## src/rtl/fetch_stage.sv

```systemverilog
`default_nettype none
// ============================================================================
// Module   : fetch_stage
// Brief    : RV32 instruction fetch with 1-cycle imem, prefetch FIFO, redirect
// Revision : 1.0 - initial release
// ============================================================================
module fetch_stage #(
    parameter int              XLEN     = 32,
    parameter int              ADDR_W   = 8,
    parameter int              DEPTH    = 4,
    parameter logic [XLEN-1:0] RESET_PC = '0
) (
    input  logic              i_clk,
    input  logic              i_reset,
    output logic              o_imem_req,
    output logic [ADDR_W-1:0] o_imem_addr,
    input  logic [31:0]       i_imem_data,
    input  logic              i_redirect,
    input  logic [XLEN-1:0]   i_redirect_pc,
    output logic              o_valid,
    output logic [XLEN-1:0]   o_pc,
    output logic [31:0]       o_instr,
    input  logic              i_ready
);

    localparam int          PTR_W = $clog2(DEPTH);
    localparam int          CNT_W = PTR_W + 1;
    localparam logic [31:0] C_NOP = 32'h0000_0013;

    logic [XLEN-1:0]  fetch_pc_q, fetch_pc_d;
    logic [XLEN-1:0]  pending_pc_q, pending_pc_d;
    logic             pending_q, pending_d;
    logic [CNT_W-1:0] count_q, count_d;
    logic [PTR_W-1:0] wr_ptr_q, wr_ptr_d;
    logic [PTR_W-1:0] rd_ptr_q, rd_ptr_d;

    logic [XLEN-1:0]  pc_mem_q    [DEPTH];
    logic [31:0]      instr_mem_q [DEPTH];

    logic [XLEN-1:0]  w_req_pc;
    logic             w_room;
    logic             w_req;
    logic             w_push;
    logic             w_pop;
    logic             w_head_valid;
    logic             w_unused;

    assign w_unused = ^i_redirect_pc[1:0];

    always_comb begin
        w_req_pc     = i_redirect ? {i_redirect_pc[XLEN-1:2], 2'b00} : fetch_pc_q;
        // Credit counts in-flight work only; a same-cycle pop does not free a slot.
        w_room       = (count_q + CNT_W'(pending_q)) < CNT_W'(DEPTH);
        w_req        = !i_reset && (i_redirect || w_room);
        w_head_valid = (count_q != '0);
        w_push       = pending_q && !i_redirect && !i_reset;
        w_pop        = w_head_valid && i_ready && !i_redirect && !i_reset;
    end

    always_comb begin
        fetch_pc_d   = fetch_pc_q;
        pending_pc_d = pending_pc_q;
        pending_d    = 1'b0;
        count_d      = count_q;
        wr_ptr_d     = wr_ptr_q;
        rd_ptr_d     = rd_ptr_q;
        if (i_reset) begin
            fetch_pc_d   = RESET_PC;
            pending_pc_d = '0;
            count_d      = '0;
            wr_ptr_d     = '0;
            rd_ptr_d     = '0;
        end else if (i_redirect) begin
            fetch_pc_d   = w_req_pc + XLEN'(4);
            pending_pc_d = w_req_pc;
            pending_d    = 1'b1;
            count_d      = '0;
            wr_ptr_d     = '0;
            rd_ptr_d     = '0;
        end else begin
            pending_d = w_req;
            if (w_req) begin
                fetch_pc_d   = fetch_pc_q + XLEN'(4);
                pending_pc_d = fetch_pc_q;
            end
            if (w_push) begin
                wr_ptr_d = wr_ptr_q + PTR_W'(1);
            end
            if (w_pop) begin
                rd_ptr_d = rd_ptr_q + PTR_W'(1);
            end
            count_d = count_q + CNT_W'(w_push) - CNT_W'(w_pop);
        end
    end

    always_ff @(posedge i_clk) begin
        if (i_reset) begin
            fetch_pc_q   <= RESET_PC;
            pending_pc_q <= '0;
            pending_q    <= 1'b0;
            count_q      <= '0;
            wr_ptr_q     <= '0;
            rd_ptr_q     <= '0;
        end else begin
            fetch_pc_q   <= fetch_pc_d;
            pending_pc_q <= pending_pc_d;
            pending_q    <= pending_d;
            count_q      <= count_d;
            wr_ptr_q     <= wr_ptr_d;
            rd_ptr_q     <= rd_ptr_d;
        end
    end

    always_ff @(posedge i_clk) begin
        if (w_push) begin
            pc_mem_q[wr_ptr_q]    <= pending_pc_q;
            instr_mem_q[wr_ptr_q] <= i_imem_data;
        end
    end

    always_comb begin
        o_imem_req  = w_req;
        o_imem_addr = w_req_pc[ADDR_W+1:2];
        // Head is hidden during reset so decode never sees a doomed instruction.
        o_valid     = w_head_valid && !i_reset;
        o_pc        = o_valid ? pc_mem_q[rd_ptr_q]    : '0;
        o_instr     = o_valid ? instr_mem_q[rd_ptr_q] : C_NOP;
    end

endmodule
`default_nettype wire

```

## config.mk

```make
export PLATFORM = sky130hd
export DESIGN_NAME = fetch_stage
export DESIGN_NICKNAME = d
export VERILOG_FILES = /design/src/rtl/fetch_stage.sv
export SDC_FILE = /design/constraint.sdc
export NUM_CORES = 1
export LEC_CHECK = 0
export CAP_MARGIN = 30
export CORE_ASPECT_RATIO = 0.6
export CORE_UTILIZATION = 48
export CTS_CLUSTER_SIZE = 14
export DETAILED_ROUTE_END_ITERATION = 16
export HOLD_SLACK_MARGIN = 0.12
export PLACE_DENSITY = 0.77
export SETUP_SLACK_MARGIN = 0.02
export SLEW_MARGIN = 30
export SYNTH_ARGS = -nofsm -noshare
export SYNTH_HDL_FRONTEND = slang
export SYNTH_SLANG_ARGS = --single-unit
```

## constraint.sdc

```tcl
create_clock -name i_clk -period 9.3 [get_ports i_clk]
set_clock_uncertainty 0.2 [all_clocks]
set_input_delay 2.79 -clock i_clk [delete_from_list [all_inputs] [get_ports i_clk]]
set_output_delay 2.79 -clock i_clk [all_outputs]
set_load 0.1 [all_outputs]
```

==> flow_results.org <==
** Status
- Outcome :: completed

** CTS
- In this run the clock root is driven by a sky130_fd_sc_hd__clkbuf_16.
- The longest clock path from root to sink contains 3 buffers.
- Number of buffers added by the clock tree synthesis step :: 30
- Number of levels the H-tree was split into :: 1
- TritonCTS built the clock tree.
- Buffers inserted to repair hold after CTS numbered 0.
- Number of post-CTS setup repair buffers :: 0
- Post-CTS resize count :: 0
- Clock transition at the registers of the reported paths :: about 60 ps
- Clock latency on the worst-skew pair, taken at its later pin, is approximately 560 ps.
- Total number of clock tree sinks :: 330

** GRT
- Largest net degree at the start of global routing :: between 50 and 60
- Summed over all layers, the global routing overflow is 0.
- The number of global-route vias before repair came to 7954.
- Wire length of the first global-routing pass :: 46500 um
- Antenna violations before repair :: 0
- Global routing consumed, over all layers together, between 20% and 30% of the routing resources.

** Logic synthesis
- Mapped cell area :: 0.0138 mm2
- Number of warning messages in the yosys log :: 0
- In the synthesized netlist the async set-or-reset flop fraction comes to 0%.
- Synthesis handed over a netlist of between 900 and 1000 instances.
- The average instance in the mapped netlist occupies roughly 15 um2.
- Number of unique standard cell types used by synthesis :: 54
- Flop and latch count out of synthesis :: 330
- In this run, synthesis inferred ~260 flip-flops with an integrated enable.
- Proportion of synthesized chip area in sequential cells :: about two thirds
- Syn nets :: roughly 1000
- For this run, the leading register cell type out of synthesis is sky130_fd_sc_hd__edfxtp_1.

** STA
- Setup repair after global routing left no endpoint under its margin.
- Final Max Tran Viols :: 0
- Total Negative Setup Slacks :: 0 ps
- Share of the clock period used by the worst path after layout :: between 80% and 90%
- Once routing completed, OpenROAD measured the worst setup slack at approximately 1400 ps.
- Final min period :: ~7900 ps
- Setup violations remaining at the end of the flow were counted as 0.
- Worst hold margin :: 257 ps
- The number of hold-slack violations in the final timing report came to 0.
- For this run, the top clock speed supported by timing is ~130 MHz.
- Slew @ Worst Pin :: between 900 and 1000 ps
- Slew margin rel. :: roughly 34%

** Layout
- Core occupancy in the finished layout :: just under 60%
- After filler insertion, the fill cell instance count of the layout stands at ~2100.
- Synth-to-layout area growth :: 18.8%
- Leaving out fill and tap cells, the most frequent cell in the layout is sky130_fd_sc_hd__edfxtp_1.
- Proportion of layout cells with a drive suffix above 1 :: between 10% and 20%
- After routing the design area is between 0.015 and 0.02 mm2.
- The library cells used most frequently in the layout, excluding fill and tap cells, are sky130_fd_sc_hd__edfxtp_1, sky130_fd_sc_hd__clkdlybuf4s50_1, sky130_fd_sc_hd__nand2_1.
- The repair_antennas step left the layout with diodes totalling 0.
- Leaving out filler cells and counting taps, the final layout contains roughly 1500.
- Nets :: ~1100

** Detailed routing
- Detailed routing inserted a total of between 8000 and 9000 vias.
- Post-detailed-route count of antenna-violating nets :: 0
- The first TritonRoute pass finished after 7 iterations.
- First-iteration detailed-routing DRC count :: roughly 630
- In the routed design, unresolved DRC markers number 0.
- After detailed routing, the total wire length is a little under 30000 um.
- Per-cell routed wire length :: a little over 20 um
- Using the TritonRoute via totals, the vias-per-cell ratio works out to around 5.6.

** Worst setup path
- Data arrival time of the critical path :: approximately 4900 ps
- The worst setup path is launched from a primary input.
- Crit Path Class :: in -> out
- In this design, the largest share of critical-path delay is due to buffers and inverters.
- Worst R2R Setup Slack :: between 6000 and 7000 ps
- Slowest Stage Delay on Critical Path :: 1150 ps
- Standard cell with the maximum stage delay on the critical path :: sky130_fd_sc_hd__clkdlybuf4s50_1
- Worst endpoint required time :: approximately 6300 ps
- Buffers plus inverters on the worst setup path :: 2
- Cells along the critical path :: buf_2 -> nor2_4 -> and2_1 -> clkdlybuf4s50_1
- STA classifies the critical path endpoint as an output port.
- Of all nets on the critical path, the largest fanout is 37.

** Pwr
- Power comes to slightly above 3 mW.
- IR analysis of the VDD net gives a maximum drop of 0.132 mV.
- Power Density :: around 180 mW/mm2
- Leakage dissipation :: 5.57 nW

** Place
- Total half-perimeter wirelength after legalization and detailed placement :: about 18000 um
- Input and output buffers added on the ports amount to approximately 140.
- Setup slack after placement :: 1350 ps
- Post-placement cell area :: between 0.015 and 0.02 mm2
- Gp weighted congestion :: 0.853
- After detailed placement, the design holds a cell count of 1400.

** Die
- X dimension of the die :: ~220 um
- Rows :: 47
- Standard cell core area :: around 0.028 mm2
- Starting density of the core :: between 40% and 50%
- Die Height :: between 100 and 150 um
- During I/O placement, the number of pins put on the boundary was approximately 140.
- The floorplan step defined a die boundary enclosing approximately 0.03 mm2.

** Min path
- Class of the worst hold path :: reg -> reg

** Flow run
- Count of maximum capacitance violations :: 0
==> per-layer routing <==
metal	global-route usage, %	vias up	share of wire [%]
met5	0	-	0
met1	31.3	4056	47
li1	-	3796	-
met4	4.51	0	1.8
met3	4.26	46	6.8
met2	30.2	296	44
==> tightest hold or removal path: cells and delay by family (launching register included) <==
kind / cells / cell delay (ps)
compound gates: 1 / 50
flops: 1 / 310
simple gates: 1 / 50
==> report_power, final <==
part,leakage (nW),switching [mW],internal (mW)
sequential,2.96,0.0272,1.62
combinational,2.16,0.129,0.0766
clock,0.448,0.513,0.663
total,5.57,0.669,2.36
==> cell type report <==
| class | instances | area [um2] | share of cell area, % |
|---|---|---|---|
| flip-flops and latches | 330 | 9180 | 55.9 |
| multi-input cells | 535 | 4340 | 26.4 |
| repair buffers | 158 | 1480 | 9.02 |
| clock buffers | 40 | 810 | 4.93 |
| well taps | 367 | 459 | 2.80 |
| clock inverters | 14 | 114 | 0.693 |
| inverters | 12 | 45.0 | 0.274 |
==> cells in the mapped netlist (13+ instances only) <==
cell	n	area (um2)
sky130_fd_sc_hd__a21oi_1	40	200
sky130_fd_sc_hd__and2_1	65	407
sky130_fd_sc_hd__xor2_1	14	123
sky130_fd_sc_hd__nor2_1	69	259
sky130_fd_sc_hd__a211oi_1	26	195
sky130_fd_sc_hd__and3_1	13	81.3
sky130_fd_sc_hd__nor3_1	17	85.1
sky130_fd_sc_hd__buf_2	15	75.1
sky130_fd_sc_hd__nand3_1	20	100
sky130_fd_sc_hd__nand2_1	76	285
sky130_fd_sc_hd__xnor2_1	28	245
sky130_fd_sc_hd__mux4_2	64	1440
sky130_fd_sc_hd__edfxtp_1	256	7690
sky130_fd_sc_hd__nand4_1	13	81.3
sky130_fd_sc_hd__clkbuf_1	32	120
sky130_fd_sc_hd__dfxtp_1	74	1480
==> worst paths after layout <==
kind                              startpoint                            to  cells past startpoint
hold / removal    fetch_pc_q[1]$_SDFFE_PP0P_  pending_pc_q[1]$_SDFFE_PP0P_                      2
setup / recovery                     i_reset                    o_instr[5]                      4
hold reg to reg   fetch_pc_q[1]$_SDFFE_PP0P_  pending_pc_q[1]$_SDFFE_PP0P_                      2
setup reg to reg  fetch_pc_q[3]$_SDFFE_PP0P_   fetch_pc_q[22]$_SDFFE_PP0P_                      8
==> cell families after synthesis <==
family,after synthesis,share of synthesized area (%)
adder cells (fa/ha/maj),8,0.779
multiplexers,82,11.8
AND/OR/NAND/NOR,303,11.3
XOR/XNOR,43,2.78
flip-flops,330,66.4
AO/OA/AOI/OAI,99,4.64
buffers and inverters,70,2.36
==> flip-flops by register name, indices dropped and copies added (netlist names), named ones only <==
register / flops
fetch_pc_q: 32
pc_mem_q: 128
count_q: 3
wr_ptr_q: 2
pending_q: 1
pending_pc_q: 32
rd_ptr_q: 2
instr_mem_q: 128
No activity file was read; power rests on OpenSTA's default activity.
